$ cat config.mk
export PLATFORM = sky130hd
export DESIGN_NAME = restoring_divider_16by8
export DESIGN_NICKNAME = d
export VERILOG_FILES = /design/src/rtl/restoring_divider_16by8.sv
export SDC_FILE = /design/constraint.sdc
export NUM_CORES = 1
export LEC_CHECK = 0
export BUFFER_PORTS_ARGS = -buffer_cell sky130_fd_sc_hd__buf_2
export CAP_MARGIN = 40
export CELL_PAD_IN_SITES_DETAIL_PLACEMENT = 0
export CELL_PAD_IN_SITES_GLOBAL_PLACEMENT = 1
export CORE_MARGIN = 2
export CORE_UTILIZATION = 42
export DETAILED_ROUTE_END_ITERATION = 8
export PLACE_DENSITY = 0.83
export SYNTH_ARGS = -nofsm -noshare
export SYNTH_HDL_FRONTEND = slang
export SYNTH_SLANG_ARGS = --single-unit
$ cat constraint.sdc
create_clock -name clk -period 2.2 [get_ports clk]
set_input_delay 0.44 -clock clk [delete_from_list [all_inputs] [get_ports clk]]
set_output_delay 0.44 -clock clk [all_outputs]
set_load 0.02 [all_outputs]
$ cat src/rtl/restoring_divider_16by8.sv
// 16-by-8 unsigned restoring divider with a valid/ready handshake on both
// sides. One quotient bit is resolved per CALC cycle, MSB first.
module restoring_divider_16by8 (
  input  logic        clk,
  input  logic        rst,
  input  logic        in_valid,
  output logic        in_ready,
  input  logic [15:0] dividend,
  input  logic [7:0]  divisor,
  output logic        out_valid,
  input  logic        out_ready,
  output logic [15:0] quotient,
  output logic [7:0]  remainder,
  output logic        div_zero
);

  typedef enum logic [1:0] {
    IDLE,
    CALC,
    DONE
  } state_t;

  state_t      state;
  state_t      state_nxt;

  logic [4:0]  iter_cnt;
  logic [7:0]  part_rem;
  logic [15:0] shift_reg;  // dividend bits shift out the top, quotient bits in the bottom
  logic [7:0]  dvs_reg;
  logic        zero_op;

  logic        accept;
  logic        last_step;
  logic [8:0]  trial;
  logic        take;
  logic [7:0]  rem_step;

  // One restoring step on the current partial remainder and next dividend bit.
  // When take is set the difference is below the divisor, so 8 bits suffice.
  always_comb begin
    accept    = in_valid && (state == IDLE);
    last_step = (iter_cnt == 5'd15);
    trial     = {part_rem, shift_reg[15]};
    take      = (trial >= {1'b0, dvs_reg});
    rem_step  = take ? (trial[7:0] - dvs_reg) : trial[7:0];
  end

  // State register.
  always_ff @(posedge clk or posedge rst) begin
    if (rst) begin
      state <= IDLE;
    end else begin
      state <= state_nxt;
    end
  end

  // Next-state logic and handshake outputs.
  always_comb begin
    state_nxt = state;
    in_ready  = 1'b0;
    out_valid = 1'b0;
    case (state)
      IDLE: begin
        in_ready = 1'b1;
        if (accept) begin
          state_nxt = CALC;
        end
      end
      CALC: begin
        if (last_step) begin
          state_nxt = DONE;
        end
      end
      DONE: begin
        out_valid = 1'b1;
        if (out_ready) begin
          state_nxt = IDLE;
        end
      end
      default: begin
        state_nxt = IDLE;
      end
    endcase
  end

  // Operand capture, iteration datapath and result registers.
  // A zero divisor enters CALC with the counter preset to its last value, so it
  // spends a single cycle there and reaches DONE one edge after accept.
  always_ff @(posedge clk or posedge rst) begin
    if (rst) begin
      iter_cnt  <= '0;
      part_rem  <= '0;
      shift_reg <= '0;
      dvs_reg   <= '0;
      zero_op   <= 1'b0;
      quotient  <= '0;
      remainder <= '0;
      div_zero  <= 1'b0;
    end else begin
      case (state)
        IDLE: begin
          if (accept) begin
            shift_reg <= dividend;
            dvs_reg   <= divisor;
            part_rem  <= '0;
            zero_op   <= (divisor == '0);
            iter_cnt  <= (divisor == '0) ? 5'd15 : 5'd0;
          end
        end
        CALC: begin
          iter_cnt <= iter_cnt + 5'd1;
          if (!zero_op) begin
            part_rem  <= rem_step;
            shift_reg <= {shift_reg[14:0], take};
          end
          if (last_step) begin
            if (zero_op) begin
              quotient  <= '1;
              remainder <= shift_reg[7:0];
              div_zero  <= 1'b1;
            end else begin
              quotient  <= {shift_reg[14:0], take};
              remainder <= rem_step;
              div_zero  <= 1'b0;
            end
          end
        end
        default: begin
        end
      endcase
    end
  end

endmodule

# == Yosys cells after proc, flatten, opt, wreduce, memory -nomap -nowiden ==
# Index checks and enable logic that the tools add are counted.
# word_totals
elab_cells,47
ff_bits,65
out_inout_bits,27
in_bits,28
# op_classes
mux,19
n_reduce_logical,9
n_addsub,2
n_eq_ne,7
order_cmp,1
# op_table
cell,n
$mux W16,3
$mux W8,4
$pmux W16 S2,1
$pmux W8 S2,1
$pmux W5 S2,1
$ge A9 B8 Y1,1
$logic_not A8 Y1,1
$ne A2 B2 Y1 const B,4
$sub A8 B8 Y8,1
$mux W2,3
$pmux W2 S3,1
$reduce_and A2 Y1,3
$reduce_and A3 Y1,2
$add A5 B1 Y5 const B,1
$eq A5 B4 Y1 const B,1
$mux W5,1
$mux W4,1
$mux W1,3
$eq A2 B1 Y1 const B,1
$eq A2 B2 Y1 const B,1
$logic_not A2 Y1,1
$reduce_bool A2 Y1,1
$logic_and A1 B1 Y1,1

# == Depth between registers and ports, before layout ==
# Gate-level depths: netlist of run 1.
# logic_depth
depth_word,4
ltp_mapped,10

# == Worst setup path before layout of run 1 ==
# No wires, ideal clock.
# synth_path
path_kind,reg-to-reg
startpoint,register shift_reg[15]
endpoint,register remainder[6]
t_required_ps,2069
setup_slack_ps,234
path_buffers,0
path_stages_with_launch,10
t_arrival_ps,1835
setup_time_ps,131
cell_sequence,dfrtp_1 inv_1 ha_1 inv_1 fa_1 a211oi_1 or4b_1 o2111ai_1 mux2i_1 a21oi_1
# synth_via
elab_chain_cells,3
elab_cells_between_ends,4
# synth_rtl
element,line_no,source
start: declaration,28,logic [15:0] shift_reg;
start signal: assignment,103,shift_reg <= dividend;
start signal: assignment,114,"shift_reg <= {shift_reg[14:0], take};"
$sub A8 B8 Y8 / $ge A9 B8 Y1 (equally long branches),"45, 44",
$mux W8 (*),45,rem_step = take ? (trial[7:0] - dvs_reg) : trial[7:0];
$mux W8 (*),117,if (zero_op) begin
end signal: assignment,119,remainder <= shift_reg[7:0];
end signal: assignment,123,remainder <= rem_step;
end: declaration,13,"output logic [7:0] remainder,"
# Every way passes the cells marked *; elsewhere a longest branch is shown, timed or not.
# A chain may end at the register's enable or synchronous reset.

# == Worst setup path in the final report of run 1 ==
# Same ends and word-level chain as after synthesis.

==> results of run 1 <==
[per-stage QoR]
step,hold WS [ns],power [uW]
after global routing,0.148,7760
final,0.122,7160
after global placement,0.455,5760
after CTS,0.123,7130
after floorplan,0.449,4930
after detailed placement,0.466,5860
[cell usage in the layout, fill, tap and decap left out, types with 2 or more instances in the layout]
cell type  netlist  layout
nand2_1         79      79
o22ai_1          2       2
o31ai_1          2       2
xor2_1           3       3
o21ai_1          6       6
buf_12           0       2
nor2b_1          4       4
inv_1           16      15
clkbuf_8         0       9
nand2b_1         3       3
nand3b_1         5       5
a21oi_1         11      11
ha_1            10       9
buf_2            7      54
nor4_1           2       2
nor3b_1          2       2
nor2_2           1       2
mux2i_1          6       6
buf_4            0      13
o211ai_1         5       5
nand3_1          5       5
bufinv_16        0       3
nor2_1          48      47
o21ai_0         40      40
dfrtp_1         65      65
a31oi_1         19      19
[cell type report]
class	count	share of cell area, %
clock buffer	10	3.20
sequential	65	40.8
clock inverter	6	2.89
multi-input combinational	274	38.1
timing repair buffer	69	10.2
tap	102	3.20
inverter	16	1.51
[cell usage after synthesis (4+ instances only)]
library cell and count:
clkbuf_1 10, nand3_1 5, nand3b_1 5, nand2_1 79, nor2b_1 4, o21ai_0 40
a21oi_1 11, buf_2 7, dfrtp_1 65, o21ai_1 6, nor2_1 48, o211ai_1 5
ha_1 10, mux2i_1 6, inv_1 16, a31oi_1 19
[cell families (layout without fill, tap and decap cells)]
family	Yosys count	in the layout	synth area share, %
and+or+nand+nor	155	155	20.0
AOI/OAI and AO/OA	96	96	17.6
DFF	65	65	49.3
buffers and inverters	36	101	5.04
adders and majority gates	11	11	4.40
muxes	8	8	2.62
xor gates and xnor gates	4	4	1.06
[repair_timing]
item,CTS,global route
buffers inserted,0,2
endpoints found under the setup margin,0,16
hold buffers,0,0
gates resized for setup,0,5
[power groups by stage]
stage	Sequential [uW]	Clock [uW]	Combinational, uW
2_1_floorplan	2360	0	2560
4_1_cts	2210	1270	3650
6_report	2210	1250	3710
5_1_grt	2280	1330	4150
3_5_place_dp	2230	0	3630
3_3_place_gp	2220	0	3550
[worst max-delay path, stage by stage, from the launching register on]
cell,delay (ns)
dfrtp_1,0.38
inv_1,0.07
ha_2,0.20
inv_1,0.07
fa_2,0.37
a211oi_2,0.27
or4b_1,0.15
o2111ai_1,0.11
mux2i_1,0.21
a21oi_1,0.11
[routing by layer]
metal  GRT usage (%)  up-vias  part of all wire [%]
li1                -     1403                     -
met4            7.72        0                   1.1
met1            26.5     1318                    45
met2            31.0       70                    49
met5               0        -                     0
met3            3.74        6                   4.6
[worst max-delay path by stage]
stage | startpoint | end | slack [ns] | cells past startpoint
detailed placement | shift_reg[15] | remainder[6] | 0.03 | 9
global route | shift_reg[15] | remainder[6] | 0.0002 | 9
global placement | iter_cnt[0] | remainder[3] | 0.08 | 8
CTS | shift_reg[15] | remainder[6] | 0.01 | 9
floorplan | rst | div_zero | 0.13 | 1
finish | shift_reg[15] | remainder[6] | 0.13 | 9
==> impl_metrics.tcl, run 1 <==
set metrics [dict create \
    clk_path_buf_depth 2 \
    r2r_slack_ns 0.13 \
    grt_antenna_before_repair 0 \
    grt.total_usage_pct 19.5 \
    period_minus_slack_ns 2.07 \
    die_width_um 92.6 \
    dp.final_hpwl_um 5550 \
    fin_ws_ns 0.127 \
    wire_per_inst_um 14.3 \
    placed_cells 524 \
    first_global_vias 2674 \
    combined_area_of_the_multi_input_logic_cells_sq_um 1520 \
    gp_congestion 0.900 \
    clock_insertion_delay_worst_skew_ns 0.33 \
    worst_setup_path_start_kind "register" \
    buffer_ports.inserted 54 \
    drv_slew 0 \
    fmax_mhz 482 \
    seqCellArea_sq_um 1630 \
    max_fo_critical_path 4 \
    slew_headroom_pct 55.9 \
    post-route-drc-count 0 \
    p_int_uw 4080 \
    async_reset_ff_share_pct 100 \
    grt_start_max_net_pins 39 \
    number_of_cells_in_the_finished_layout_apart_from_fillers 542 \
    timing.clock.skew_ns 0.00614 \
    clk_pin_slew_ns 0.08 \
    core_area_sq_um 7690 \
    num_antenna_cells 0 \
    cts_made_buffers 9 \
    root_buffer_cell "clkbuf_8" \
    first_pass_iters 4 \
    power_switching_share_pct 43.1 \
    power.net_switching_uw 3090 \
    yosysWarnings 0 \
    setup-violations-final 0 \
    final_core_util_pct 51.8 \
    wire_length_of_the_first_global_routing_pass_um 13100 \
    drive_above_1_share_pct 22.5 \
    drv.max_cap_violation_count 0 \
    floorplan.initialDensity_pct 42.9 \
    synthesis.nets 414 \
    irDropWorstVdd_mv 0.618 \
    static-leakage-power_uw 0.00193 \
    timing.setup.tns_ns 0 \
    combinational_cell_fraction_of_total_power_pct 51.8 \
    timing_worst_slew_pin_value_ns 0.659 \
    post_dp_cell_area_sq_um 3710 \
    globalRouteOverflowTotal 0 \
    synthDominantAreaCellType "dfrtp_1" \
    worst_r2r_path_depth 9 \
    fillcell_total 737 \
    rsz0062_at_grt "no" \
    synth_edf_count 0 \
    routed_via_count 2797 \
    place_worst_setup_slack_ns 0.0299 \
    die_y_extent_um 92.6 \
    synth.area.top_cells "dfrtp_1, nand2_1, o21ai_0, nor2_1, ha_1" \
    finalWirelength_um 7760 \
    synth-seq-area-share_pct 49.3 \
    htree_num_levels 3 \
    std_cell_rows 32 \
    layout_worst_path_cycle_share_pct 94.2 \
    area_growth_syn_to_fin_pct 20.8 \
    syn_inst 375 \
    cp_arrival_ns 2.27 \
    routed_via_density 5.16 \
    cts.sinks 65 \
    run_status "complete, no violations" \
    ys_ff_latch 65 \
    worst-endpoint-required_ns 2.40 \
    die_area_sq_um 8580 \
    cts_tree "built" \
    syn_area_per_cell_sq_um 8.80 \
    drt-initial-drc-count 173 \
    design.final.nets 474 \
    timing.hold.worst.class "in2async" \
    hold_viol_final 0 \
    synth_largest_type_area_fraction_pct 49.3 \
    power_frac_seq_pct 30.8 \
    antenna_violating_nets_post_route 0 \
    stdcell_area_sq_um 3990 \
    yosys.cell_types.count 44 \
    floorplan.io_pins 55 \
    cellPowerDensity_nw_per_um2 1800 \
    syn_area_sq_um 3300 \
    dominantRegCellSynth "dfrtp_1" \
    timing.setup.critical_path_class "reg2reg" \
    reg2reg_from "shift_reg[15]" \
    power_frac_clock_pct 17.4 \
    kind_of_end_point_of_the_critical_path "register" \
    regToRegEndpoint "remainder[6]" \
]
(Power assumes the default switching activity.)
==> run 2: changes to the inputs <==
Settings changed: ABC_AREA set to 1, CORE_UTILIZATION 42 to 43.
==> run 2 against run 1 <==
  * Clock power shrank 16%
  * Critical endpoint is now remainder[4]
  * Largest cell class is now multi-input gates
  * Sequential share of layout area shrank 1.3 points
  * Largest power group unchanged
  * Worst hold slack lost 0.063 ns
  * Synthesized cell count grew 3.7%
  * Critical path type unchanged
  * Final cell count grew 2.8%
==> impl_metrics.tcl, run 2 <==
set metrics [dict create \
    grt-busiest-layer "met2" \
    power_frac_clock_pct 14.2 \
    path_cells "inv_1 > ha_1 > inv_1 > fa_1 > nand3_1 > nand3_1 > xor2_1 > nand2_2 > nand3_1 > nand2_1 > nand2_1" \
    yosys.cell_types.count 38 \
    grt.total_usage_pct 19.4 \
    grt_util_met3_pct 4.31 \
    combinational_cell_fraction_of_total_power_pct 58.0 \
    place_worst_setup_slack_ns 0.284 \
    drv.max_cap_violation_count 0 \
    drv_slew 0 \
    die_y_extent_um 94.8 \
    power_switching_share_pct 47.6 \
    synth_simple_gate_area_share_pct 23.1 \
    hold-worst-slack_ns 0.0590 \
    period_minus_slack_ns 1.90 \
    globalRouteOverflowTotal 0 \
    htree_num_levels 3 \
    synth_adder_area_share_pct 4.09 \
    synth_largest_type_area_fraction_pct 45.9 \
    cpMaxStageDelayCell "fa_1" \
    synthesis.nets 428 \
    synth_compound_gate_area_share_pct 18.0 \
    die_width_um 94.8 \
    yosysMostFrequentCell "nand2_1" \
    core_area_sq_um 8090 \
    clk_path_buf_depth 2 \
    timing.setup.tns_ns 0 \
    rsz0062_at_grt "no" \
    cts_tree "built" \
    drive_above_1_share_pct 30.8 \
    setup.worst_path.start "shift_reg[15]" \
    timing_worst_slew_pin_value_ns 0.395 \
    kind_of_end_point_of_the_critical_path "register" \
    first_global_vias 2705 \
    layout_common_cells "nand2_1, dfrtp_1, buf_2" \
    die_area_sq_um 8990 \
    dominantRegCellSynth "dfrtp_1" \
    post-route-drc-count 0 \
    synth.area.top_cells "dfrtp_1, nand2_1, o211ai_2, inv_1, a2bb2oi_1" \
    routed_via_count 2816 \
    fin_ws_ns 0.299 \
    layout_worst_path_cycle_share_pct 86.4 \
    wire_per_inst_um 14.0 \
    synthXorXnorAreaFrac_pct 0.741 \
    async_reset_ff_share_pct 100 \
    hold_viol_final 0 \
    ys_ff_latch 65 \
    max_fo_critical_path 3 \
    worst_path_most_repeated_cell "nand3_1" \
    p_int_uw 3880 \
    cts.sinks 65 \
    first_pass_iters 4 \
    reg2reg_from "shift_reg[15]" \
    design.final.nets 486 \
    post_cts_resize_count 0 \
    floorplan.io_pins 55 \
    root_buffer_cell "clkbuf_8" \
    clk_pin_slew_ns 0.08 \
    static-leakage-power_uw 0.00218 \
    mostFrequentLayoutCell "nand2_1" \
    main_combinational_cell_family_by_area_after_synthesis "simple AND/OR/NAND/NOR gates" \
    grt_start_max_net_pins 51 \
    floorplan.initialDensity_pct 43.8 \
    power_frac_seq_pct 27.8 \
    synth_edf_count 0 \
    timing.setup.critical_path_class "reg2reg" \
    area_growth_syn_to_fin_pct 16.1 \
    timing.clock.skew_ns 0.0105 \
    power.net_switching_uw 3520 \
    syn_area_sq_um 3550 \
    wire_length_of_the_first_global_routing_pass_um 13400 \
    antenna_violating_nets_post_route 0 \
    fillcell_total 826 \
    finalWirelength_um 7820 \
    clock_insertion_delay_worst_skew_ns 0.35 \
    syn_area_per_cell_sq_um 9.12 \
    cp_arrival_ns 2.15 \
    routed_via_density 5.06 \
    cts_post_setup_buffers_inserted 0 \
    dp.final_hpwl_um 5730 \
    std_cell_rows 33 \
    timing.critical_path.slowest_cell_delay_ns 0.45 \
    synthDominantAreaCellType "dfrtp_1" \
    timing.hold.worst.class "in2async" \
    worst-endpoint-required_ns 2.45 \
    synth.area.mux_share_pct 0 \
    run_status "complete, no violations" \
    ctsHoldBuffers 0 \
    drt-initial-drc-count 147 \
    syn_inst 389 \
    setup-violations-final 0 \
    stdcell_area_sq_um 4120 \
    post_dp_cell_area_sq_um 3910 \
    grt_antenna_before_repair 0 \
    gp_congestion 0.827 \
    p_total_uw 7410 \
    grtUsageMet1_pct 27.8 \
    irDropWorstVdd_mv 0.759 \
    yosysWarnings 0 \
    slew_headroom_pct 73.6 \
    num_antenna_cells 0 \
    synthTopCellsByCount "nand2_1, dfrtp_1, inv_1" \
    grt.met2_usage_pct 29.1 \
    worst_setup_path_start_kind "register" \
    fmax_mhz 526 \
    cellPowerDensity_nw_per_um2 1800 \
    cts_made_buffers 9 \
    synth-seq-area-share_pct 45.9 \
    buffer_ports.inserted 54 \
]
==> run 2: power by group through the flow <==
stage | logic (uW) | registers, uW | clock network, uW
3_3_place_gp | 4260 | 2070 | 0
6_report | 4290 | 2060 | 1050
5_1_grt | 4820 | 2130 | 1120
2_1_floorplan | 3180 | 2290 | 0
4_1_cts | 4340 | 2060 | 1080
3_5_place_dp | 4320 | 2080 | 0
==> run 2: path summary, 6_finish.rpt <==
kind,to,slack (ns),cells past startpoint
max,remainder[4],0.30,11
min reg2reg,remainder[7],0.48,2
min in group clk,state[1],0.27,2
min,dvs_reg[5],0.06,2
max in group asynchronous,remainder[3],1.53,3
max reg2reg,remainder[4],0.30,11
==> run 2: final cells by class <==
type | count | area [sq um] | area share (%)
Clock inverter | 7 | 77.6 | 1.89
Multi-Input combinational cell | 262 | 1630 | 39.6
Clock buffer | 9 | 124 | 3.01
Sequential cell | 65 | 1630 | 39.5
Inverter | 50 | 195 | 4.74
Timing Repair Buffer | 59 | 333 | 8.09
Tap cell | 105 | 131 | 3.19
==> run 2: critical path, delay by kind of cell, from the launching register on <==
| kind | cells | cell delay [ns] |
|---|---|---|
| XOR/XNOR | 1 | 0.16 |
| flip-flops | 1 | 0.39 |
| AND/OR/NAND/NOR | 6 | 0.45 |
| adder cells (fa/ha/maj) | 2 | 0.62 |
| buffers and inverters | 2 | 0.20 |
==> run 2: logic make-up after synthesis <==
family | Yosys count
xor+xnor | 3
fa+ha+maj | 11
compound gates | 79
buf+inv | 62
simple gates | 169
flops | 65
==> run 2: per-layer routing <==
layer  wire [um]  vias up  part of all wire [%]
met4         124        0                   1.6
met3         332       13                   4.2
li1            -     1409                     -
met2        3680       55                    47
met1        3680     1339                    47
met5           0        -                     0
==> run 2: through the flow <==
stage	util (%)	cells
after CTS	50.9	557
after detailed placement	48.4	541
after global routing	50.9	557
final	50.9	557
after global placement	48.4	541
after floorplan	-	389
==> run 3: changes to the inputs <==
Settings changed: CELL_PAD_IN_SITES_DETAIL_PLACEMENT 0 to unset, CELL_PAD_IN_SITES_GLOBAL_PLACEMENT 1 to unset, CORE_UTILIZATION 43 to 57, PLACE_DENSITY 0.83 to 0.84.
==> run 3 against run 2 <==
  * Utilization grew 17 points
  * Fmax shrank 4.8%
  * Critical endpoint is now remainder[2]
  * Total power is essentially flat
  * Design area fell by 1.4%
==> impl_metrics.tcl, run 3 (synthesized netlist as in run 2, its figures left out) <==
set metrics [dict create \
    timing.critical_path.slowest_cell_delay_ns 0.42 \
    power.net_switching_uw 3550 \
    worst-endpoint-required_ns 2.44 \
    combined_area_of_the_multi_input_logic_cells_sq_um 1630 \
    rsz0062_at_grt "no" \
    timing.clock.skew_ns 0.0144 \
    layout_worst_path_cycle_share_pct 90.7 \
    max_fo_critical_path 10 \
    drive_above_1_share_pct 30.6 \
    buffer_ports.inserted 54 \
    number_of_cells_in_the_finished_layout_apart_from_fillers 526 \
    post_cts_resize_count 0 \
    p_int_uw 3860 \
    slew_headroom_pct 61.6 \
    setup-violations-final 0 \
    reg2reg_from "part_rem[5]" \
    num_antenna_cells 0 \
    floorplan.io_pins 55 \
    setup.worst_path.start "part_rem[5]" \
    fillcell_total 463 \
    std_cell_rows 28 \
    mostFrequentLayoutCell "nand2_1" \
    grt.total_usage_pct 24.3 \
    cp_arrival_ns 2.24 \
    run_status "complete, no violations" \
    clock_insertion_delay_worst_skew_ns 0.35 \
    placed_cells 510 \
    globalRouteOverflowTotal 0 \
    seqCellArea_sq_um 1630 \
    gp_congestion 0.855 \
    wire_length_of_the_first_global_routing_pass_um 13600 \
    routed_via_count 2896 \
    design.final.nets 485 \
    ctsHoldBuffers 0 \
    root_buffer_cell "clkbuf_8" \
    cellPowerDensity_nw_per_um2 1830 \
    layout_common_cells "nand2_1, dfrtp_1, buf_2" \
    area_growth_syn_to_fin_pct 14.4 \
    static-leakage-power_uw 0.00217 \
    irDropWorstVdd_mv 0.884 \
    timing_worst_slew_pin_value_ns 0.576 \
    die_area_sq_um 6870 \
    drv_slew 0 \
    period_minus_slack_ns 2.00 \
    post-route-drc-count 0 \
    kind_of_end_point_of_the_critical_path "register" \
    worst_path_most_repeated_cell "nand2_1" \
    htree_num_levels 3 \
    finalWirelength_um 7640 \
    floorplan.initialDensity_pct 59.5 \
    drv.max_cap_violation_count 0 \
    drt-initial-drc-count 207 \
    wire_per_inst_um 14.5 \
    hold_viol_final 0 \
    timing.setup.critical_path_class "reg2reg" \
    die_width_um 82.9 \
    timing.setup.tns_ns 0 \
    path_cells "ha_1 > nand2_1 > nand2_1 > nand2_1 > nand2_1 > nor2_4 > nand2_8 > nand2_2 > nand3_1 > nand2_1 > nand2_1" \
    die_y_extent_um 82.9 \
    cpMaxStageDelayCell "dfrtp_1" \
    antenna_violating_nets_post_route 0 \
    cts_tree "built" \
    timing.hold.worst.class "in2async" \
    power_frac_seq_pct 28.1 \
    clk_path_buf_depth 2 \
    cts.sinks 65 \
    dp.final_hpwl_um 5480 \
    combinational_cell_fraction_of_total_power_pct 57.9 \
    first_global_vias 2821 \
    worst_setup_path_start_kind "register" \
    clk_pin_slew_ns 0.09 \
    grt_start_max_net_pins 66 \
    cts_made_buffers 9 \
    core_area_sq_um 5960 \
    power_switching_share_pct 47.9 \
    routed_via_density 5.51 \
    cts_post_setup_buffers_inserted 0 \
    fmax_mhz 501 \
    first_pass_iters 5 \
    grt_antenna_before_repair 0 \
    power_frac_clock_pct 14.0 \
]
## run 3: changes by cell type in the layout (fill, tap and decap cells not counted), sizes merged
cell,before,now
buf,59,58
## run 3: critical path: cells and delay by family, from the launching register on
kind	cells	cell delay, ns
simple gates	10	1.09
flops	1	0.42
fa+ha+maj	1	0.38
## run 3: power by group through the flow
stage | combinational [uW] | clock, uW | sequential (uW)
finish | 4290 | 1040 | 2080
global route | 4780 | 1110 | 2150
CTS | 4280 | 1050 | 2080
detailed placement | 4260 | 0 | 2090
global placement | 4140 | 0 | 2080
floorplan | 3180 | 0 | 2290
## run 3: metrics by stage
stage	util, %	setup WS (ns)	hold WS [ns]	area, sq um	power, uW
global placement	64.7	0.296	0.465	3860	6220
finish	68.1	0.204	0.146	4060	7410
CTS	68.1	0.238	0.154	4060	7410
detailed placement	64.7	0.252	0.462	3860	6350
global route	68.1	0.0675	0.170	4060	8040
floorplan	-	0.134	0.453	3550	5480
## run 3: layer usage
metal | vias up | routed length (um) | GRT usage (%) | part of all wire, %
li1 | 1398 | - | - | -
met3 | 19 | 396 | 4.97 | 5.2
met2 | 100 | 3590 | 38.2 | 47
met1 | 1379 | 3490 | 34.0 | 46
met4 | 0 | 160 | 7.60 | 2.1
met5 | - | 0 | 0 | 0
## run 3: cell type report
cell class / count / area share [%]
multi-input cells: 262 / 40.1
clock inverters: 7 / 1.91
inverters: 50 / 4.81
clock buffers: 9 / 3.05
flip-flops and latches: 65 / 40.1
well taps: 75 / 2.31
repair buffers: 58 / 7.71
## run 3: worst paths after layout
kind                                     end  cells after the start  slack [ns]
worst min register to register  remainder[7]                      2        0.48
worst min-delay path             quotient[7]                      3        0.15
max in group asynchronous       remainder[2]                      3        1.78
worst max-delay path            remainder[2]                     11        0.20
worst max register to register  remainder[2]                     11        0.20
min in group clk                    state[1]                      2        0.29
